**src/rtl/ddr_req_arbiter.sv**
```systemverilog
// ddr_req_arbiter: shares the single DDR port between instruction fetch (IF)
// and load/store (LS). One transaction is in flight at a time. LS has
// priority, and a saturating starvation counter hands the port to a waiting
// IF after STARVE_LIMIT consecutive LS grants.
module ddr_req_arbiter #(
    parameter int unsigned STARVE_LIMIT = 4
) (
    input  logic         clock,
    input  logic         reset_n,
    input  logic         if_req_valid,
    output logic         if_req_ready,
    input  logic [63:0]  if_req_addr,
    input  logic         if_flush,
    output logic         if_resp_valid,
    output logic [127:0] if_resp_data,
    input  logic         ls_req_valid,
    output logic         ls_req_ready,
    input  logic [63:0]  ls_req_addr,
    input  logic         ls_req_we,
    input  logic [63:0]  ls_req_wdata,
    input  logic [7:0]   ls_req_wmask,
    output logic         ls_resp_valid,
    output logic [63:0]  ls_resp_data,
    output logic         mem_req_valid,
    input  logic         mem_req_ready,
    output logic [63:0]  mem_req_addr,
    output logic         mem_req_we,
    output logic [127:0] mem_req_wdata,
    output logic [15:0]  mem_req_wmask,
    input  logic         mem_resp_valid,
    input  logic [127:0] mem_resp_data
);

    typedef enum logic [1:0] {
        ST_IDLE = 2'd0,
        ST_REQ  = 2'd1,
        ST_WAIT = 2'd2,
        ST_RESP = 2'd3
    } state_t;

    localparam logic [2:0] LIMIT = 3'(STARVE_LIMIT);

    state_t     state;
    logic       owner_ls;   // 0 = IF owns the transaction, 1 = LS
    logic       drop;       // IF response of the current transaction is discarded
    logic [2:0] starve_cnt;
    logic       in_idle;
    logic       if_ok;
    logic       starve_hit;
    logic       grant_if;
    logic       grant_ls;

    // Saturating 3-bit increment for the starvation counter.
    function automatic logic [2:0] sat_inc3(input logic [2:0] v);
        return (v == 3'd7) ? v : v + 3'd1;
    endfunction

    // An 8-byte LS mask lands in the 16-byte beat half selected by addr[3].
    function automatic logic [15:0] place_mask(input logic [7:0] m, input logic hi);
        return hi ? {m, 8'h00} : {8'h00, m};
    endfunction

    // LS read data is the beat half selected by addr[3]; writes return zero.
    function automatic logic [63:0] pick_half(input logic [127:0] d, input logic hi,
                                              input logic we);
        if (we) begin
            return 64'h0;
        end
        return hi ? d[127:64] : d[63:0];
    endfunction

    // Grant decision: only in IDLE, LS first unless IF has been starved; a
    // flushing IF request is never granted.
    always_comb begin
        in_idle    = reset_n && (state == ST_IDLE);
        if_ok      = if_req_valid && !if_flush;
        starve_hit = if_req_valid && (starve_cnt == LIMIT);
        grant_if   = in_idle && if_ok && (!ls_req_valid || starve_hit);
        grant_ls   = in_idle && ls_req_valid && !grant_if;
    end

    assign if_req_ready  = grant_if;
    assign ls_req_ready  = grant_ls;
    assign ls_resp_valid = (state == ST_RESP) && owner_ls;
    // A flush arriving in the response cycle itself still suppresses the pulse.
    assign if_resp_valid = (state == ST_RESP) && !owner_ls && !drop && !if_flush;

    // Transaction FSM with latched request fields, captured response data,
    // drop flag and starvation counter.
    always_ff @(posedge clock or negedge reset_n) begin
        if (!reset_n) begin
            state         <= ST_IDLE;
            owner_ls      <= 1'b0;
            drop          <= 1'b0;
            starve_cnt    <= 3'd0;
            mem_req_valid <= 1'b0;
            mem_req_addr  <= 64'h0;
            mem_req_we    <= 1'b0;
            mem_req_wdata <= 128'h0;
            mem_req_wmask <= 16'h0;
            if_resp_data  <= 128'h0;
            ls_resp_data  <= 64'h0;
        end else begin
            if (grant_if || !if_req_valid) begin
                starve_cnt <= 3'd0;
            end else if (grant_ls) begin
                starve_cnt <= sat_inc3(starve_cnt);
            end

            case (state)
                ST_IDLE: begin
                    if (grant_if) begin
                        state         <= ST_REQ;
                        owner_ls      <= 1'b0;
                        mem_req_valid <= 1'b1;
                        mem_req_addr  <= if_req_addr;
                        mem_req_we    <= 1'b0;
                        mem_req_wdata <= 128'h0;
                        mem_req_wmask <= 16'h0;
                    end else if (grant_ls) begin
                        state         <= ST_REQ;
                        owner_ls      <= 1'b1;
                        mem_req_valid <= 1'b1;
                        mem_req_addr  <= ls_req_addr;
                        mem_req_we    <= ls_req_we;
                        mem_req_wdata <= {ls_req_wdata, ls_req_wdata};
                        mem_req_wmask <= place_mask(ls_req_wmask, ls_req_addr[3]);
                    end
                end
                ST_REQ: begin
                    if (!owner_ls && if_flush) begin
                        drop <= 1'b1;
                    end
                    if (mem_req_ready) begin
                        state         <= ST_WAIT;
                        mem_req_valid <= 1'b0;
                    end
                end
                ST_WAIT: begin
                    if (!owner_ls && if_flush) begin
                        drop <= 1'b1;
                    end
                    if (mem_resp_valid) begin
                        state <= ST_RESP;
                        if (owner_ls) begin
                            ls_resp_data <= pick_half(mem_resp_data, mem_req_addr[3], mem_req_we);
                        end else begin
                            if_resp_data <= mem_resp_data;
                        end
                    end
                end
                default: begin
                    state <= ST_IDLE;
                    drop  <= 1'b0;
                end
            endcase
        end
    end

endmodule

```
**config.mk**
```make
export PLATFORM = sky130hd
export DESIGN_NAME = ddr_req_arbiter
export DESIGN_NICKNAME = d
export VERILOG_FILES = /design/src/rtl/ddr_req_arbiter.sv
export SDC_FILE = /design/constraint.sdc
export NUM_CORES = 1
export LEC_CHECK = 0
export CORE_AREA = 2 2 288 290
export CTS_CLUSTER_SIZE = 12
export DETAILED_ROUTE_END_ITERATION = 8
export DIE_AREA = 0 0 290 292
export MAX_ROUTING_LAYER = met4
export SKIP_CTS_REPAIR_TIMING = 1
export SLEW_MARGIN = 20
export SYNTH_ARGS = -nofsm -noshare
export SYNTH_HDL_FRONTEND = slang
export SYNTH_SLANG_ARGS = --single-unit
```
**constraint.sdc**
```tcl
create_clock -name clock -period 2.7 [get_ports clock]
set_clock_uncertainty 0.05 [all_clocks]
set_input_delay 0.54 -clock clock [delete_from_list [all_inputs] [get_ports clock]]
set_output_delay 0.54 -clock clock [all_outputs]
set_load 0.02 [all_outputs]
```
==> run metrics <==
total grt overflow 0; # IOs 742; post-synthesis area per instance 13.0 µm²; Clock Tree Buf Depth 3; largest cells by area after synthesis dfrtp_1 (59%), mux2_2 (9.9%), mux2i_1 (4.5%); Die ar. 84700 µm²; worst hold path type primary input to async pin; core outline area 81600 µm²; Reg clk slew, reported paths 0.06 ns; Die Y 292 µm; Tot GR Track Use 13.2%; total power 28.9 mW; first-pass GRT wire length 83.0 mm; crit-path max FO 7; Sink Count 345; Remaining DRCs 0; crit path DAT 1.94 ns; DPL Wire Length 42.6 mm; Avg Vias per Cell 4.01; relative slew slack 29.1%; Ys Warns 0; CP required 2.11 ns; FILL cells 8314; Setup crit start kind flop; post-synthesis sequential area ratio 58.6%; Max-Cap Viols 0; final count of negative-setup-slack endpoints 0; actual slew at the worst max-slew pin 1.06 ns; cell count after synthesis 1134; post-synth design cell area 14700 µm²; die width 290 µm; synth unique cells 39; nets 2158; #FFs+latches synth 345; Root Driver clkbuf_16; Max VDD drop 0.619 mV; # port buffers 741; Yosys top cell area share 58.6%; row count 105; area growth from synthesis to layout 65.5%; Routed Antenna Nets 0; endpoints failing hold 0; Initial Utilization 18.0%; final slew viol count 0; RSZ-0062 raised after global routing no; largest area contributor in the netlist dfrtp_1; CTS tree yes; drt wl/cell 19.4 µm; RePlAce Congestion 0.897; static leakage 10.3 nW; H-Tree Level Count 2; Max Clk Rate 395 MHz; dpl ws -0.195 ns; Worst-Skew Late Latency 0.56 ns; setup ws final 0.167 ns; largest net degree at the start of global routing 133; syn nets 1477; crit path time final 2.53 ns; DRT iter0 DRCs 438; cts bufs inserted 42; initial antenna violation count 2; layout cells sized above 1 16.4%; R2R cell count 7; drt pass-1 iters 4; via count 11700; critical path type flop to primary output; fin crit share 93.8%; PD cells 1190 nW/µm²; vias in the first global route 12800; crit path capture type primary output; status completed; wirelength, routed 56.6 mm
-- layer usage --
| layer | share of wire [%] | global-route usage (%) |
|---|---|---|
| met1 | 39 | 14.8 |
| met2 | 51 | 23.1 |
| met3 | 6.3 | 2.95 |
| met4 | 3.3 | 4.60 |
| met5 | 0 | - |
-- cell type report --
cell class	instances	area (µm²)	share of cell area, %
diodes	1	2.50	0.0103
clock buffers	64	1250	5.15
clock inverters	13	119	0.488
inverters	9	33.8	0.139
multi-input cells	634	5100	20.9
flip-flops and latches	345	8640	35.5
well taps	1070	1340	5.50
repair buffers	783	7870	32.3
-- worst max-delay path, cell delays in order (launching register included) --
cell,delay (ns)
dfrtp_1,0.41
inv_1,0.13
ha_4,0.19
nand4b_1,0.15
a21o_4,0.23
inv_2,0.09
buf_4,0.16
-- state kept, by name (all words and copies together), names as in the netlist --
signal,cells
mem_req_valid,1
mem_req_wdata,64
starve_cnt,3
mem_req_wmask,16
if_resp_data,128
mem_req_addr,64
ls_resp_data,64
drop,1
mem_req_we,1
state,2
owner_ls,1
-- kinds of logic after synthesis --
group / Yosys count / share of synthesized area, %
adder cells (fa/ha/maj): 7 / 0.595
AND/OR/NAND/NOR: 214 / 5.82
buffers and inverters: 155 / 7.11
flip-flops: 345 / 58.6
AO/OA/AOI/OAI: 217 / 13.4
multiplexers: 195 / 14.4
XOR/XNOR: 1 / 0.0595
-- layout by cell type (no fill, tap or decap), types with 31 or more instances in the layout --
cell type        netlist  layout
clkdlybuf4s50_1        0     737
dfrtp_1              345     343
nor2_1               132     132
mux2_2               129     129
a22o_1                73      73
nand2_1               68      67
mux2i_1               66      66
o31ai_1               64      64
o22ai_2               50      50
clkbuf_16              0      43
buf_4                 64      31
-- per-stage QoR --
| stage | TNS, ns | cells | cell area [µm²] | utilization [%] | hold slack [ns] |
|---|---|---|---|---|---|
| 2_1_floorplan | 0 | 1134 | 14700 | - | 0.194 |
| 3_3_place_gp | -1.82 | 2840 | 23000 | 28.1 | 0.408 |
| 3_5_place_dp | -4.14 | 2840 | 23000 | 28.1 | 0.415 |
| 4_1_cts | -0.751 | 2917 | 24300 | 29.8 | -0.0843 |
| 5_1_grt | 0 | 2919 | 24400 | 29.9 | 0.0215 |
| 6_report | 0 | 2919 | 24400 | 29.9 | 0.00916 |
-- cells in the mapped netlist --
master and n:
nand2_1 68, buf_1 3, nor2_1 132, a32o_1 8, ha_1 7, a221oi_1 1, inv_2 1, nor2b_1 2
o21ai_0 1, or2_2 1, mux2i_1 66, buf_8 7, buf_2 38, o22ai_1 13, nand4b_1 1, nor4b_1 1
a21o_1 1, nor2_8 1, nand3_2 1, o22a_1 1, inv_1 8, o22ai_2 50, nand3_1 2, and3_1 1
buf_6 13, o31ai_1 64, o32a_1 1, buf_4 64, a31o_2 1, mux2_2 129, a21oi_1 2, o311ai_0 1
clkbuf_1 21, a22o_1 73, nand2b_1 1, and2_1 2, dfrtp_1 345, nor3_1 1, xnor2_1 1
-- power by group --
group | internal, mW | switching (mW) | total (mW)
combinational | 7.06 | 7.27 | 14.3
sequential | 7.49 | 1.52 | 9.01
clock | 3.31 | 2.29 | 5.60
-- path summary, 6_finish.rpt --
check	from	to	slack, ns
worst max-delay path	state[0]	if_req_ready	0.17
worst min-delay path	reset_n	drop	0.009
worst max register to register	state[0]	mem_req_addr[1]	0.45
worst min register to register	ls_resp_data[6]	ls_resp_data[6]	0.42
max in group asynchronous	reset_n	mem_req_addr[63]	1.25
min in group clock	reset_n	owner_ls	0.36
Power figures use the tool's default switching activity.
